### config.mk
export PLATFORM = sky130hd
export DESIGN_NAME = mem_word_sequencer
export DESIGN_NICKNAME = d
export VERILOG_FILES = /design/src/rtl/mem_word_sequencer.sv
export SDC_FILE = /design/constraint.sdc
export NUM_CORES = 1
export LEC_CHECK = 0
export ABC_AREA = 1
export CAP_MARGIN = 40
export CORE_MARGIN = 4
export CORE_UTILIZATION = 50
export DETAILED_ROUTE_END_ITERATION = 8
export HOLD_SLACK_MARGIN = 0.12
export PLACE_DENSITY = 0.85
export SLEW_MARGIN = 20
export SYNTH_ARGS = -nofsm -noshare
export SYNTH_HDL_FRONTEND = slang
export SYNTH_SLANG_ARGS = --single-unit
export TNS_END_PERCENT = 5
### constraint.sdc
create_clock -name clk -period 2.2 [get_ports clk]
set_input_delay 0.44 -clock clk [delete_from_list [all_inputs] [get_ports clk]]
set_output_delay 0.44 -clock clk [all_outputs]
set_load 0.02 [all_outputs]
### src/rtl/mem_word_sequencer.sv
`default_nettype none
// ============================================================================
// Module   : mem_word_sequencer
// Purpose  : Sequences whole-word read/write transactions onto a nibble-level
//            QSPI flash/PSRAM controller. After reset it puts PSRAM into
//            quad mode. It then serves one request at a time: start strobe,
//            WORD_NIBBLES nibbles big-endian, stop strobe, one-cycle response.
// Option   : `define MEM_SEQ_TIMEOUT_EN adds an 8-bit watchdog on INIT_WAIT
//            and XFER. A timed-out transfer is answered with rsp_err.
// Ports    : clk/rst            - clock, synchronous active-high reset
//            req_*              - valid/ready request channel (GPU side)
//            rsp_*              - one-cycle response (valid, read data, error)
//            init_done          - PSRAM quad mode has been entered
//            ctl_*              - command/data interface to the controller
// Revision : 1.0 - initial release
// ============================================================================
module mem_word_sequencer #(
   parameter int ADDR_BITS    = 24,
   parameter int WORD_NIBBLES = 4,
   parameter int TIMEOUT_CYC  = 63
) (
   input  logic                      clk,
   input  logic                      rst,
   input  logic                      req_valid,
   output logic                      req_ready,
   input  logic                      req_write,
   input  logic                      req_rom,
   input  logic [ADDR_BITS-1:0]      req_addr,
   input  logic [4*WORD_NIBBLES-1:0] req_wdata,
   output logic                      rsp_valid,
   output logic [4*WORD_NIBBLES-1:0] rsp_rdata,
   output logic                      rsp_err,
   output logic                      init_done,
   output logic                      ctl_select_rom,
   output logic                      ctl_enter_quadmode,
   output logic                      ctl_start_read,
   output logic                      ctl_start_write,
   output logic                      ctl_stop_txn,
   output logic [ADDR_BITS-1:0]      ctl_addr,
   output logic [3:0]                ctl_wdata,
   input  logic [3:0]                ctl_rdata,
   input  logic                      ctl_data_ready,
   input  logic                      ctl_data_req,
   input  logic                      ctl_at_quadmode
);

   localparam int         WORD_BITS = 4 * WORD_NIBBLES;
   localparam logic [3:0] LAST_NIB  = 4'(WORD_NIBBLES - 1);
   localparam logic [7:0] WD_LAST   = 8'(TIMEOUT_CYC - 1);

   typedef enum logic [2:0] {
      INIT_QM   = 3'd0,
      INIT_WAIT = 3'd1,
      INIT_STOP = 3'd2,
      IDLE      = 3'd3,
      START     = 3'd4,
      XFER      = 3'd5,
      STOP      = 3'd6,
      RESP      = 3'd7
   } state_t;

   state_t                 state;
   logic [3:0]             cnt;
   logic [WORD_BITS-1:0]   word;        // write word (shifted out MSB first) or read accumulator
   logic [WORD_BITS-1:0]   rdata_reg;
   logic [ADDR_BITS-1:0]   addr_reg;
   logic                   rom_reg;
   logic                   is_write;
   logic                   fail;        // transfer ended by the watchdog
   logic                   init_done_reg;

   // Strobe registers: each is loaded on the edge that enters the state it
   // belongs to, so the strobe is high for exactly that state's cycle.
   logic                   enter_reg;
   logic                   start_rd_reg;
   logic                   start_wr_reg;
   logic                   stop_reg;
   logic                   ready_reg;
   logic                   rsp_valid_reg;
   logic                   rsp_err_reg;

   logic                   handshake;
   logic                   last_nib;

   assign handshake = (state == XFER) && (is_write ? ctl_data_req : ctl_data_ready);
   assign last_nib  = (cnt == LAST_NIB);

`ifdef MEM_SEQ_TIMEOUT_EN
   logic [7:0]             wd;
   logic                   retry;
`else
   logic                   unused_timeout;
   assign unused_timeout = ^WD_LAST;
`endif

   always_ff @(posedge clk) begin
      if (rst) begin
         state         <= INIT_QM;
         cnt           <= 4'd0;
         word          <= '0;
         rdata_reg     <= '0;
         addr_reg      <= '0;
         rom_reg       <= 1'b0;
         is_write      <= 1'b0;
         fail          <= 1'b0;
         init_done_reg <= 1'b0;
         // Masked at the output while rst is high; becomes visible in the
         // first cycle after release, which is the INIT_QM cycle.
         enter_reg     <= 1'b1;
         start_rd_reg  <= 1'b0;
         start_wr_reg  <= 1'b0;
         stop_reg      <= 1'b0;
         ready_reg     <= 1'b0;
         rsp_valid_reg <= 1'b0;
         rsp_err_reg   <= 1'b0;
`ifdef MEM_SEQ_TIMEOUT_EN
         wd            <= 8'd0;
         retry         <= 1'b0;
`endif
      end else begin
         enter_reg     <= 1'b0;
         start_rd_reg  <= 1'b0;
         start_wr_reg  <= 1'b0;
         stop_reg      <= 1'b0;
         ready_reg     <= 1'b0;
         rsp_valid_reg <= 1'b0;
         rsp_err_reg   <= 1'b0;

         case (state)
            INIT_QM: begin
               state <= INIT_WAIT;
`ifdef MEM_SEQ_TIMEOUT_EN
               wd    <= 8'd0;
`endif
            end

            INIT_WAIT: begin
`ifdef MEM_SEQ_TIMEOUT_EN
               wd <= wd + 8'd1;
               if (wd == WD_LAST) begin
                  state    <= INIT_STOP;
                  stop_reg <= 1'b1;
                  retry    <= 1'b1;
               end
`endif
               // A real completion takes priority over a coincident timeout.
               if (ctl_at_quadmode) begin
                  state    <= INIT_STOP;
                  stop_reg <= 1'b1;
`ifdef MEM_SEQ_TIMEOUT_EN
                  retry    <= 1'b0;
`endif
               end
            end

            INIT_STOP: begin
               state         <= IDLE;
               ready_reg     <= 1'b1;
               init_done_reg <= 1'b1;
`ifdef MEM_SEQ_TIMEOUT_EN
               if (retry) begin
                  state         <= INIT_QM;
                  enter_reg     <= 1'b1;
                  ready_reg     <= 1'b0;
                  init_done_reg <= 1'b0;
                  retry         <= 1'b0;
               end
`endif
            end

            IDLE: begin
               ready_reg <= 1'b1;
               if (req_valid && ready_reg) begin
                  ready_reg <= 1'b0;
                  cnt       <= 4'd0;
                  is_write  <= req_write;
                  word      <= req_wdata;
                  fail      <= 1'b0;
                  if (req_write && req_rom) begin
                     // Flash is read-only: answer at once, never touch the controller.
                     state         <= RESP;
                     rsp_valid_reg <= 1'b1;
                     rsp_err_reg   <= 1'b1;
                  end else begin
                     state        <= START;
                     addr_reg     <= req_addr;
                     rom_reg      <= req_rom;
                     start_rd_reg <= ~req_write;
                     start_wr_reg <= req_write;
                  end
               end
            end

            START: begin
               state <= XFER;
`ifdef MEM_SEQ_TIMEOUT_EN
               wd    <= 8'd0;
`endif
            end

            XFER: begin
               if (handshake) begin
                  // One shift serves both directions: reads pull the new nibble
                  // in at the LSB end, writes expose the next nibble at the MSB.
                  word <= (word << 4) | WORD_BITS'(ctl_rdata);
                  cnt  <= cnt + 4'd1;
                  if (last_nib) begin
                     state    <= STOP;
                     stop_reg <= 1'b1;
                  end
               end
`ifdef MEM_SEQ_TIMEOUT_EN
               if (handshake) begin
                  wd <= 8'd0;
               end else if (wd == WD_LAST) begin
                  state    <= STOP;
                  stop_reg <= 1'b1;
                  fail     <= 1'b1;
               end else begin
                  wd <= wd + 8'd1;
               end
`endif
            end

            STOP: begin
               state         <= RESP;
               rsp_valid_reg <= 1'b1;
               rsp_err_reg   <= fail;
               if (!is_write && !fail) begin
                  rdata_reg <= word;
               end
            end

            RESP: begin
               state     <= IDLE;
               ready_reg <= 1'b1;
            end

            default: begin
               state <= INIT_QM;
            end
         endcase
      end
   end

   // While rst is high every output is forced low, except the stop command,
   // which is forced high so the controller idles even without its own reset.
   assign req_ready          = ready_reg     & ~rst;
   assign rsp_valid          = rsp_valid_reg & ~rst;
   assign rsp_err            = rsp_err_reg   & ~rst;
   assign rsp_rdata          = rst ? '0 : rdata_reg;
   assign init_done          = init_done_reg & ~rst;
   assign ctl_select_rom     = rom_reg       & ~rst;
   assign ctl_addr           = rst ? '0 : addr_reg;
   assign ctl_enter_quadmode = enter_reg     & ~rst;
   assign ctl_start_read     = start_rd_reg  & ~rst;
   assign ctl_start_write    = start_wr_reg  & ~rst;
   assign ctl_stop_txn       = stop_reg      |  rst;
   assign ctl_wdata          = (state == XFER && is_write && !rst) ? word[WORD_BITS-1 -: 4] : 4'd0;

endmodule
`default_nettype wire
==> flow_metrics.env <==
export IMPL_finalHoldViolCount=0
export IMPL_core_region_area_um2=6390
export IMPL_slew_violations=0
export IMPL_die_w_um=89.3
export IMPL_finalCriticalPeriod_ps=2120
export IMPL_status="complete, no violations"
export IMPL_num_vias=3324
export IMPL_syn_area_um2=3310
export IMPL_numCtsBuffers=9
export IMPL_cts_tree="done"
export IMPL_skew_ps=9.14
export IMPL_row_count=29
export IMPL_clock_sinks=73
export IMPL_yosysSeqAreaShare_pct=44.2
export IMPL_vias_per_cell=4.86
export IMPL_slowest_stage="clkdlybuf4s50_1"
export IMPL_grt_busiest_layer="met2"
export IMPL_num_nets_final=656
export IMPL_clk_latency_ps=340
export IMPL_peakVddDrop_mv=0.510
export IMPL_netlist_instances=502
export IMPL_met2_usage_pct=37.2
export IMPL_drt_iter0_drc=123
export IMPL_place_congestion=0.876
export IMPL_fmax_ghz=0.472
export IMPL_syn_to_final_growth_pct=39.6
export IMPL_die_y_um=89.3
export IMPL_place_area_um2=4420
export IMPL_worst_slew_pin_slew_ps=329
export IMPL_ios=105
export IMPL_root_buffer="clkbuf_8"
export IMPL_min_period_over_period_pct=96.2
export IMPL_critPathArrivalTime_ps=1680
export IMPL_powerDensity_nw_per_um2=773
export IMPL_syn_area_per_cell_um2=6.59
export IMPL_path_cells="buf_2, buf_12, nor2_1, clkdlybuf4s50_1"
export IMPL_dp_hpwl_um=6250
export IMPL_cp_required_ps=1760
export IMPL_post_cts_setup_buffer_count=0
export IMPL_use_met3_pct=5.07
export IMPL_synth_flop_cell="dfxtp_1"
export IMPL_drive_above_1_share_pct=6.10
export IMPL_hold_class="register to register"
export IMPL_antenna_found_initial=0
export IMPL_synth_edff_count=0
export IMPL_ant_nets=0
export IMPL_antenna_cells=0
export IMPL_drc=0
export IMPL_h_tree_depth=3
export IMPL_grtUsageTotal_pct=21.2
export IMPL_drv_cap=0
export IMPL_grt_util_met1_pct=24.9
export IMPL_grt_max_degree=41
export IMPL_slew_headroom_pct=78.1
export IMPL_synth_cell_types=25
export IMPL_final_cell_mix="clkdlybuf4s50_1, nor2_1, inv_1, nand2_1, dfxtp_1"
export IMPL_end_kind="primary output"
export IMPL_final_common_cell="clkdlybuf4s50_1"
export IMPL_start_util_pct=51.8
export IMPL_clk_pin_slew_ps=70
export IMPL_finalSetupViolations=0
export IMPL_critPathKind="input port to primary output"
export IMPL_crit_fanout=40
export IMPL_first_global_vias=3070
export IMPL_rsz0062_at_grt="false"
export IMPL_tns_ps=0
export IMPL_dieArea_um2=7980
export IMPL_ys_async_sr_fraction_pct=0
export IMPL_p_leak_nw=2.06
export IMPL_largest_reg_flops=24
export IMPL_grt_overflow_total=0
export IMPL_ys_seq_elements=73
export IMPL_grt_pass1_wl_um=13200
export IMPL_drt_total_wl_um=8260
export IMPL_dr_pass1_iters=5
export IMPL_syn_nets=555
export IMPL_cp_start_kind="input port"
export IMPL_port_buffers=104
export IMPL_wire_per_inst_um=12.1
export IMPL_clockBufferDepth=2
export IMPL_max_stage_delay_ps=640
export IMPL_yosys_warnings=0
export IMPL_final_area_um2=4610
-- per-layer routing --
metal,routed length (µm),vias to the layer above
met3,569,13
met2,4060,109
met5,0,-
li1,-,1733
met1,3480,1469
met4,156,0
-- timing repair --
action,4_1_cts,5_1_grt
hold buffers,0,0
resized for setup,4,0
endpoints found under the hold margin,0,0
setup endpoints to repair,4,0
-- where the power goes --
group / switching, mW / internal (mW) / leakage, nW / total [mW]
sequential: 0.125 / 1.51 / 0.592 / 1.64
combinational: 0.517 / 0.371 / 1.37 / 0.888
clock: 0.457 / 0.581 / 0.0957 / 1.04
-- per-stage QoR --
stage,worst slack [ps],util [%],hold WS [ps],power (mW),instances
3_3_place_gp,169,69.2,440,2.50,669
3_5_place_dp,86.4,69.2,446,2.55,669
4_1_cts,85.9,72.2,457,3.57,684
5_1_grt,59.6,72.2,470,3.78,684
6_report,83.4,72.2,457,3.56,684
2_1_floorplan,548,-,430,2.23,502
-- cell usage after synthesis, types with 2 or more instances --
| library cell | instances | area [µm²] |
|---|---|---|
| nor2_1 | 97 | 364 |
| inv_1 | 89 | 334 |
| nand2_1 | 81 | 304 |
| dfxtp_1 | 73 | 1460 |
| o21ai_0 | 60 | 300 |
| a21oi_1 | 47 | 235 |
| clkbuf_1 | 14 | 52.6 |
| nand3_1 | 10 | 50.1 |
| buf_2 | 8 | 40.0 |
| buf_1 | 3 | 11.3 |
| inv_2 | 3 | 11.3 |
| buf_4 | 2 | 15.0 |
| buf_6 | 2 | 22.5 |
| nand3_2 | 2 | 20.0 |
-- worst max-delay path, delay by kind of cell --
| kind | cells | cell delay, ps |
|---|---|---|
| buf+inv | 3 | 1050 |
| simple gates | 1 | 180 |
-- worst paths after layout --
kind	start	end	slack [ps]	depth (start not counted)
max reg2reg	state[1]	word[4]	560	9
min	rdata_reg[11]	rdata_reg[11]	460	2
min reg2reg	rdata_reg[11]	rdata_reg[11]	460	2
max	rst	ctl_addr[0]	80	4
-- layout make-up --
cell class              instances  area [µm²]
well taps                      77        96.3
multi-input cells             308        1360
flip-flops and latches         73        1460
fillers                       550        1770
repair buffers                119        1160
clock buffers                  13         159
inverters                      92         345
clock inverters                 2        37.5
-- cells by family (layout without fill, tap and decap cells) --
kind of cell,Yosys count,in the layout,share of synthesized area [%]
flip-flops,73,73,44.2
XOR/XNOR,1,1,0.265
buffers and inverters,121,226,14.7
adder cells (fa/ha/maj),1,1,0.378
AO/OA/AOI/OAI,111,111,17.0
AND/OR/NAND/NOR,195,195,23.4
Power figures use the tool's default switching activity.
